$ cat src/rtl/pool_controller_pkg.sv
// Shared types for the 2x2/stride-2 max-pooling controller.
//   pixel_t      : signed feature-map pixel (DW bits, two's complement)
//   window_t     : the four pixels of one pooling window, raster order
//   pool_state_e : controller FSM states
//   max2         : signed maximum of two pixels
package pool_controller_pkg;

    localparam int DW = 16;

    typedef logic signed [DW-1:0] pixel_t;
    typedef pixel_t window_t [0:3];

    typedef enum logic [2:0] {
        IDLE,
        READ0,
        READ1,
        READ2,
        READ3,
        CAPT,
        WRITE,
        FIN
    } pool_state_e;

    function automatic pixel_t max2(input pixel_t a, input pixel_t b);
        return (a > b) ? a : b;
    endfunction

endpackage

$ cat src/rtl/pool_controller_if.sv
// Bus between the pooling controller, its layer sequencer, the input map
// buffer and the next layer's buffer.
//   start/busy/done                  : sequencer control
//   rd_en/rd_addr/rd_data            : sync-read input buffer (data 1 cycle after rd_en)
//   out_valid/out_ready/out_data/out_addr : pooled pixel stream
// master = pooling controller, slave = its environment.
interface pool_controller_if #(
    parameter int AW  = 10,
    parameter int OAW = 8
);
    import pool_controller_pkg::*;

    logic           start;
    logic           busy;
    logic           done;
    logic           rd_en;
    logic [AW-1:0]  rd_addr;
    pixel_t         rd_data;
    logic           out_valid;
    logic           out_ready;
    pixel_t         out_data;
    logic [OAW-1:0] out_addr;

    modport master (
        input  start, rd_data, out_ready,
        output busy, done, rd_en, rd_addr, out_valid, out_data, out_addr
    );

    modport slave (
        output start, rd_data, out_ready,
        input  busy, done, rd_en, rd_addr, out_valid, out_data, out_addr
    );

endinterface

$ cat src/rtl/pool_controller_window.sv
// pool_window: combinational signed maximum of one 2x2 window.
//   i_win : four window pixels
//   o_max : the largest of them, bit-exact copy of one input
module pool_window
    import pool_controller_pkg::*;
(
    input  window_t i_win,
    output pixel_t  o_max
);

    pixel_t w_top;
    pixel_t w_bot;

    assign w_top = max2(i_win[0], i_win[1]);
    assign w_bot = max2(i_win[2], i_win[3]);
    assign o_max = max2(w_top, w_bot);

endmodule

$ cat src/rtl/pool_controller.sv
// pool_controller: sequences 2x2/stride-2 max pooling of one N x N signed map.
// Each window takes READ0..READ3 (four buffer reads), CAPT (last pixel in,
// result registered) and WRITE (hold until the consumer accepts).
//   clk    : clock, rising edge
//   rst_n  : synchronous active-low reset
//   io_bus : controller side of pool_controller_if (control, buffer read, output stream)
// Odd N drops the last row and column.
module pool_controller
    import pool_controller_pkg::*;
#(
    parameter int N   = 28,
    parameter int AW  = $clog2(N*N),
    parameter int OAW = (((N/2)*(N/2)) > 1) ? $clog2((N/2)*(N/2)) : 1
) (
    input  logic              clk,
    input  logic              rst_n,
    pool_controller_if.master io_bus
);

    localparam int NH  = N / 2;
    localparam int WCW = (NH > 1) ? $clog2(NH) : 1;

    pool_state_e    r_state;
    pool_state_e    w_next;
    logic [WCW-1:0] r_wr;
    logic [WCW-1:0] r_wc;
    window_t        r_win;
    window_t        w_win;
    pixel_t         w_max;
    logic           r_out_valid;
    pixel_t         r_out_data;
    logic [OAW-1:0] r_out_addr;
    logic [OAW-1:0] w_oaddr;
    logic [AW-1:0]  w_base;
    logic [AW-1:0]  w_off;
    logic           w_rd_en;
    logic           w_wc_wrap;
    logic           w_last;

    assign w_wc_wrap = (r_wc == WCW'(NH - 1));
    assign w_last    = w_wc_wrap && (r_wr == WCW'(NH - 1));

    // Top-left pixel of the current window: (2wr)*N + 2wc.
    assign w_base  = AW'(r_wr) * AW'(2 * N) + AW'(r_wc) * AW'(2);
    assign w_oaddr = OAW'(r_wr) * OAW'(NH) + OAW'(r_wc);

    // In CAPT the fourth pixel is still on rd_data, so the reducer sees it
    // directly; this lets the result register in the same cycle.
    always_comb begin
        w_win    = r_win;
        w_win[3] = (r_state == CAPT) ? io_bus.rd_data : r_win[3];
    end

    pool_window u_pool_window (
        .i_win (w_win),
        .o_max (w_max)
    );

    always_ff @(posedge clk) begin
        if (!rst_n) begin
            r_state <= IDLE;
        end else begin
            r_state <= w_next;
        end
    end

    always_comb begin
        w_next  = r_state;
        w_rd_en = 1'b0;
        w_off   = '0;
        case (r_state)
            IDLE:  if (io_bus.start) w_next = READ0;
            READ0: begin w_rd_en = 1'b1;                       w_next = READ1; end
            READ1: begin w_rd_en = 1'b1; w_off = AW'(1);       w_next = READ2; end
            READ2: begin w_rd_en = 1'b1; w_off = AW'(N);       w_next = READ3; end
            READ3: begin w_rd_en = 1'b1; w_off = AW'(N + 1);   w_next = CAPT;  end
            CAPT:  w_next = WRITE;
            WRITE: if (io_bus.out_ready) w_next = w_last ? FIN : READ0;
            FIN:   w_next = IDLE;
            default: w_next = IDLE;
        endcase
    end

    assign io_bus.rd_en     = w_rd_en;
    assign io_bus.rd_addr   = w_rd_en ? (w_base + w_off) : '0;
    assign io_bus.busy      = (r_state != IDLE) && (r_state != FIN);
    assign io_bus.done      = (r_state == FIN);
    assign io_bus.out_valid = r_out_valid;
    assign io_bus.out_data  = r_out_data;
    assign io_bus.out_addr  = r_out_addr;

    // Each READk cycle receives the data requested in READk-1.
    always_ff @(posedge clk) begin
        if (!rst_n) begin
            r_wr        <= '0;
            r_wc        <= '0;
            r_win       <= '{default: '0};
            r_out_valid <= 1'b0;
            r_out_data  <= '0;
            r_out_addr  <= '0;
        end else begin
            case (r_state)
                IDLE: begin
                    if (io_bus.start) begin
                        r_wr <= '0;
                        r_wc <= '0;
                    end
                end
                READ1: r_win[0] <= io_bus.rd_data;
                READ2: r_win[1] <= io_bus.rd_data;
                READ3: r_win[2] <= io_bus.rd_data;
                CAPT: begin
                    r_win[3]    <= io_bus.rd_data;
                    r_out_data  <= w_max;
                    r_out_addr  <= w_oaddr;
                    r_out_valid <= 1'b1;
                end
                WRITE: begin
                    if (io_bus.out_ready) begin
                        r_out_valid <= 1'b0;
                        if (w_wc_wrap) begin
                            r_wc <= '0;
                            // Counters return to 0 after the last window.
                            r_wr <= w_last ? '0 : r_wr + WCW'(1);
                        end else begin
                            r_wc <= r_wc + WCW'(1);
                        end
                    end
                end
                default: ;
            endcase
        end
    end

endmodule
$ cat src/flat_wrapper.sv
// flat-port wrapper written by rule: the top's interface ports become plain ports
module pool_controller_flat import pool_controller_pkg::*;
#(
    parameter int N   = 28,
    parameter int AW  = $clog2(N*N),
    parameter int OAW = (((N/2)*(N/2)) > 1) ? $clog2((N/2)*(N/2)) : 1
)
  (clk, rst_n, io_bus_start, io_bus_rd_data, io_bus_out_ready, io_bus_busy, io_bus_done, io_bus_rd_en, io_bus_rd_addr, io_bus_out_valid, io_bus_out_data, io_bus_out_addr);
  pool_controller_if #(.AW(AW), .OAW(OAW)) io_bus_i ();
  input  logic clk;
  input  logic rst_n;
  input wire logic [$bits(io_bus_i.start)-1:0] io_bus_start;
  input wire logic [$bits(io_bus_i.rd_data)-1:0] io_bus_rd_data;
  input wire logic [$bits(io_bus_i.out_ready)-1:0] io_bus_out_ready;
  output wire logic [$bits(io_bus_i.busy)-1:0] io_bus_busy;
  output wire logic [$bits(io_bus_i.done)-1:0] io_bus_done;
  output wire logic [$bits(io_bus_i.rd_en)-1:0] io_bus_rd_en;
  output wire logic [$bits(io_bus_i.rd_addr)-1:0] io_bus_rd_addr;
  output wire logic [$bits(io_bus_i.out_valid)-1:0] io_bus_out_valid;
  output wire logic [$bits(io_bus_i.out_data)-1:0] io_bus_out_data;
  output wire logic [$bits(io_bus_i.out_addr)-1:0] io_bus_out_addr;
  assign io_bus_i.start = io_bus_start;
  assign io_bus_i.rd_data = io_bus_rd_data;
  assign io_bus_i.out_ready = io_bus_out_ready;
  assign io_bus_busy = io_bus_i.busy;
  assign io_bus_done = io_bus_i.done;
  assign io_bus_rd_en = io_bus_i.rd_en;
  assign io_bus_rd_addr = io_bus_i.rd_addr;
  assign io_bus_out_valid = io_bus_i.out_valid;
  assign io_bus_out_data = io_bus_i.out_data;
  assign io_bus_out_addr = io_bus_i.out_addr;
  pool_controller #(.N(N), .AW(AW), .OAW(OAW)) u_core (.clk(clk), .rst_n(rst_n), .io_bus(io_bus_i));
endmodule
$ cat config.mk
export PLATFORM = sky130hd
export DESIGN_NAME = pool_controller_flat
export DESIGN_NICKNAME = d
export VERILOG_FILES = /design/src/rtl/pool_controller_pkg.sv /design/src/rtl/pool_controller_if.sv /design/src/rtl/pool_controller_window.sv /design/src/rtl/pool_controller.sv /design/src/flat_wrapper.sv
export SDC_FILE = /design/constraint.sdc
export NUM_CORES = 1
export LEC_CHECK = 0
export ABC_AREA = 1
export CAP_MARGIN = 10
export CORE_ASPECT_RATIO = 1.25
export CORE_MARGIN = 5
export CORE_UTILIZATION = 45
export CTS_CLUSTER_SIZE = 25
export DETAILED_ROUTE_END_ITERATION = 8
export SLEW_MARGIN = 25
export SYNTH_ARGS = -nofsm -noshare
export SYNTH_HDL_FRONTEND = slang
export SYNTH_SLANG_ARGS = --single-unit
export TNS_END_PERCENT = 50
$ cat constraint.sdc
create_clock -name clk -period 9.7 [get_ports clk]
set_input_delay 1.94 -clock clk [delete_from_list [all_inputs] [get_ports clk]]
set_output_delay 1.94 -clock clk [all_outputs]
set_load 0.02 [all_outputs]
==> run metrics, run 1 <==
sw power 0.526 mW; non-filler cells, final 1123; Int Power 0.854 mW; flops & latches, synth 100; Comb pwr share 37.7%; crit path max fanout 17; die span in y 144 um; RD Place Congestion 0.865; top cells by count, synth nand2_1, dfxtp_1, inv_1; Worst Setup SP io_bus_rd_data[15]; post-route ant nets 0; sequential fraction of the synthesis area 31.1%; asr flop ratio synth 0%; area added between synthesis and finish 15.5%; sequential share of power 31.9%; grt ovf 0; Design Area, Final 0.00743 mm2; unrepaired setup endpoints after global routing false; dpl cell area 0.00709 mm2; slew at the pin with the worst max-slew slack 0.709 ns; Placed Cells 1108; final slew viol count 0; R2R depth 24; final net count 1036; Max Cap Viol 0; # rows 48; hold depth 2; post-synth top area cell dfxtp_1; Clock transition at path regs 0.07 ns; die area 0.0168 mm2; status finished clean; initial antenna violation count 0; clock sinks 100; Pleak 3.48 nW; first-pass GRT wire length 30600 um; number of I/O pins 58; Total GRT Usage 23.5%; top cells by area, synth dfxtp_1, ha_1, nand2_1; Post-Route WL 18900 um; Switching Share 38.1%; die width 117 um; worst clock skew 0.00691 ns; clk_lat worst skew 0.36 ns; Post-Syn Nets 1002; Fill cells 1442; crit start category input pin; Via density 5.46; Tcrit/Tclk final 71.4%; largest net degree at the start of global routing 46; DR DRC count 0; Rel. slew slack 52.5%; number of buffers created by CTS 9; power consumption 1.38 mW; Hold Path Origin u_core.io_bus.out_valid; worst vdd ir 0.103 mV; initial DRC count 337; vias 6129; Synth top area share 31.1%; core footprint 0.0139 mm2; hold crit path type reg -> reg; WP data required 9.98 ns; clk buf depth 2; critical path endpoint category flop; post-CTS setup buffers 0; setup tns final 0 ns; distinct cell type count of the synthesized netlist 40; layout cells sized above 1 6.01%; worst r2r dst u_core.io_bus.out_data[6]; final hold vios 0; minimum clock period 6.93 ns; PwrDens 186 mW/mm2; number of setup violations in the final report 0; most common cell in the netlist nand2_1; worst r2r src u_core.r_state[0]; Post-synth EDFFs 0; Hold-fix buffers, CTS 0; ant diodes 0; total of warnings raised by yosys 0; CTS Root Cell clkbuf_16; vias in the first global route 6364; Routed wire per std cell 16.8 um; Post-Syn Area 0.00644 mm2; post_cts resized 0; initial core utilization 46.2%; top_reg_cell synth dfxtp_1; CTS tree yes; DRT Pass-1 Iters 5; clock share of power 30.3%; Syn Inst Count 910; Worst EP arrival 7.21 ns; IO Port Bufs 57; H-tree levels 3; setup slack, reg-to-reg 3.64 ns; Worst Path Class, Setup in -> reg; WHS Endpoint u_core.io_bus.out_valid; Fmax achieved 144 MHz; Post-Syn Area per Cell 7.07 um2; hpwl dp 14200 um
[sequential cells by signal (all words and copies together), names as in the netlist]
name	flops
u_core.r_wr	4
u_core.io_bus.out_data	16
u_core.r_state	3
u_core.r_win	64
u_core.io_bus.out_valid	1
u_core.io_bus.out_addr	8
u_core.r_wc	4
[critical path: stages]
cell and delay (ns):
clkdlybuf4s50_1 0.60, o21ai_0 0.21, ha_1 0.45, nand2_1 0.10, nor2_1 0.17, nand2_1 0.11, nor3_2 0.17, nand3_1 0.08
nand3b_2 0.45, nand3_4 0.34, nand2_1 0.09, and2_1 0.15, ha_1 0.32, a21oi_1 0.15, o21ai_0 0.11, a21oi_1 0.19
nand2_1 0.08, nand2_1 0.06, nand2_1 0.06, nor2_2 0.50, inv_1 0.45, nand3_1 0.20, nand2_1 0.09, a21oi_1 0.12
[layout make-up]
class | instances | area, um2 | area share (%)
tap | 175 | 219 | 2.95
timing repair buffer | 62 | 608 | 8.18
clock inverter | 4 | 97.6 | 1.31
sequential | 100 | 2000 | 26.9
inverter | 104 | 390 | 5.25
clock buffer | 11 | 243 | 3.27
multi-input combinational | 667 | 3870 | 52.1
[cell usage in the layout, fill, tap and decap left out, types with 3 or more instances in the layout]
master           synthesis  layout
or2_2                   10      10
nor2_1                  80      80
inv_2                    4       5
nand4_1                 39      39
ha_1                    64      64
o21ai_0                 69      69
dfxtp_1                100     100
a211oi_1                 3       3
inv_1                  100      99
a31oi_1                  7       7
fa_1                     8       8
nand3_4                  3       3
bufinv_16                0       3
nor2_2                   3       3
clkdlybuf4s50_1          0      57
xor2_1                   5       5
nor3_1                   3       3
a21oi_2                  3       3
nand2_1                178     178
nand3_1                 61      61
nand2_2                  6       6
clkbuf_16                0       9
and2_1                  16      16
a21oi_1                 91      91
buf_4                    2       5
[power by group through the flow]
stage               registers [mW]  clock network (mW)  logic (mW)
finish                       0.441               0.419       0.520
detailed placement           0.450                   0       0.514
floorplan                    0.445                   0       0.410
global route                 0.442               0.442       0.585
global placement             0.450                   0       0.502
CTS                          0.441               0.426       0.516
[per-stage QoR]
stage          hold slack (ns)  util, %  setup WS [ns]
2_1_floorplan            0.448        -           4.24
3_3_place_gp             0.449     50.9           2.70
3_5_place_dp             0.459     50.9           2.50
4_1_cts                  0.467     53.3           2.84
5_1_grt                  0.489     53.3           2.31
6_report                 0.464     53.3           2.77
[cell families after synthesis]
group / Yosys count / synth area share [%]
XOR/XNOR: 6 / 0.816
buffers and inverters: 143 / 8.75
AND/OR/NAND/NOR: 408 / 29.5
AO/OA/AOI/OAI: 181 / 14.9
flip-flops: 100 / 31.1
adder cells (fa/ha/maj): 72 / 14.9
[worst max path at each step]
stage / endpoint / slack, ns
6_report: u_core.io_bus.out_data[6] / 2.77
5_1_grt: u_core.io_bus.out_data[6] / 2.31
4_1_cts: io_bus_rd_addr[9] / 2.84
3_5_place_dp: u_core.io_bus.out_data[6] / 2.50
3_3_place_gp: u_core.io_bus.out_data[6] / 2.70
2_1_floorplan: u_core.io_bus.out_data[5] / 4.24
[metal layers]
metal	GRT usage (%)	part of all wire (%)
met1	24.6	39
met2	43.8	52
met3	3.03	3.0
met4	14.3	5.6
met5	0	0
(Power assumes the default switching activity.)
==> run 2, diff against run 1 <==
- clock period: 9.7 -> 6.92 ns (I/O delays scaled with it)
==> run 2 against run 1 <==
  * Total power is 38% higher
  * Sequential power is 40% higher
  * Combinational power is 47% higher
  * Critical path depth is 11 lower
  * Die area stayed put
  * Clock power is 22% higher
  * Cell area is 0.17% higher
  * Non-clock buffer count is 7 higher
  * Final cell count is 0.71% higher
  * Via count is 0.77% higher
  * Utilization is 0.090 points higher
  * Largest power group unchanged
==> run metrics, run 2 (synthesis gave the netlist of run 1 again) <==
final hold vios 0; post-CTS setup buffers 0; post_cts resized 0; slew at the pin with the worst max-slew slack 0.808 ns; die area 0.0168 mm2; most frequent cells in the layout nand2_1, dfxtp_1, inv_1; Worst Path Class, Setup reg -> out; ant diodes 0; Hold Path Origin u_core.io_bus.out_data[11]; DRT Pass-1 Iters 5; Tcrit/Tclk final 91.3%; die width 117 um; final slew viol count 0; post-route ant nets 0; crit start category flop; number of setup violations in the final report 0; hold slack final 0.467 ns; layout cells sized above 1 6.80%; worst r2r src u_core.r_state[0]; setup slack, reg-to-reg 1.34 ns; crit path max fanout 23; worst vdd ir 0.176 mV; initial antenna violation count 0; Reg with most FFs u_core.r_win; minimum clock period 6.32 ns; Fmax achieved 158 MHz; first-pass GRT wire length 30800 um; Clock transition at path regs 0.07 ns; hpwl dp 14500 um; clk buf depth 2; Routed wire per std cell 17.1 um; largest net degree at the start of global routing 59; final net count 1043; Design Area, Final 0.00744 mm2; Fill cells 1394; clock sinks 100; grt ovf 0; R2R depth 29; WHS Endpoint u_core.io_bus.out_data[11]; vias in the first global route 6172; number of I/O pins 58; core footprint 0.0139 mm2; worst r2r dst u_core.io_bus.out_data[2]; IO Port Bufs 57; initial DRC count 345; hold depth 2; dpl cell area 0.00714 mm2; number of buffers created by CTS 9; Worst EP arrival 4.94 ns; WP data required 5.54 ns; # rows 48; utilization after layout 53.4%; PwrDens 255 mW/mm2; status finished clean; Via density 5.46; hold crit path type reg -> reg; die span in y 144 um; initial core utilization 46.2%; setup tns final 0 ns; max FFs per register 64; critical path endpoint category output port; Rel. slew slack 45.9%; Post-Route WL 19400 um; vias 6176; Total GRT Usage 23.9%; commonest non-fill, non-tap cell in the layout nand2_1; clk_lat worst skew 0.36 ns; worst clock skew 0.00649 ns; area added between synthesis and finish 15.6%; CTS Root Cell clkbuf_16; RD Place Congestion 0.899; unrepaired setup endpoints after global routing false; Max Cap Viol 0; Pleak 3.50 nW; Hold-fix buffers, CTS 0; H-tree levels 3; DR DRC count 0; CTS tree yes
[run 2: changes by cell type in the layout (fill, tap and decap cells not counted)]
cell / before / now
buf_4: 5 / 12
bufinv_16: 3 / 0
clkbuf_8: 1 / 4
clkinv_4: 0 / 1
[run 2: critical path: stages (launching register included)]
cell and delay, ns:
dfxtp_1 0.61, nand2_1 0.16, nor2_1 0.65, inv_1 0.55, nand2_1 0.39, fa_1 0.47
ha_1 0.24, fa_1 0.41, nand2_1 0.10, a21oi_1 0.09, nand2_1 0.07, o21ai_0 0.07
a21oi_1 0.12, clkdlybuf4s50_1 0.62
[run 2: worst max path at each step]
stage	from	end	depth (start not counted)
after global routing	u_core.r_state[0]	io_bus_rd_addr[9]	13
after global placement	io_bus_rd_data[15]	u_core.io_bus.out_data[10]	27
after CTS	u_core.r_state[0]	io_bus_rd_addr[9]	13
after floorplan	io_bus_rd_data[15]	u_core.io_bus.out_data[5]	28
final	u_core.r_state[0]	io_bus_rd_addr[9]	13
after detailed placement	io_bus_rd_data[15]	u_core.io_bus.out_data[10]	27
[run 2: cell type report]
cell class | count | area [um2] | area share [%]
clock buffer | 14 | 284 | 3.82
inverter | 104 | 390 | 5.24
multi-input combinational | 667 | 3870 | 52.0
clock inverter | 2 | 16.3 | 0.219
timing repair buffer | 69 | 661 | 8.88
sequential | 100 | 2000 | 26.9
tap | 175 | 219 | 2.94
[run 2: per-stage QoR]
stage	setup slack (ns)	total power [mW]	instances
finish	0.600	1.90	1131
global route	0.313	2.02	1131
CTS	0.554	1.91	1131
detailed placement	0.744	1.39	1115
global placement	0.833	1.37	1115
floorplan	2.02	1.20	910
[run 2: routing by layer]
| metal | global-route usage [%] | vias to the layer above | part of all wire, % |
|---|---|---|---|
| met3 | 2.82 | 39 | 3.6 |
| li1 | - | 3111 | - |
| met5 | 0 | - | 0 |
| met4 | 14.0 | 0 | 5.2 |
| met2 | 44.2 | 125 | 52 |
| met1 | 25.5 | 2901 | 39 |
[run 2: power breakdown]
group	internal, mW	total (mW)	switching [mW]
registers	0.596	0.618	0.0217
logic	0.256	0.766	0.510
clock network	0.284	0.513	0.229
total	1.14	1.90	0.761
==> run 3, diff against run 2 <==
- CTS_CLUSTER_DIAMETER: unset -> 60
==> results of run 3 <==
No change in the layout: final DEF, timing and power equal those of run 2.
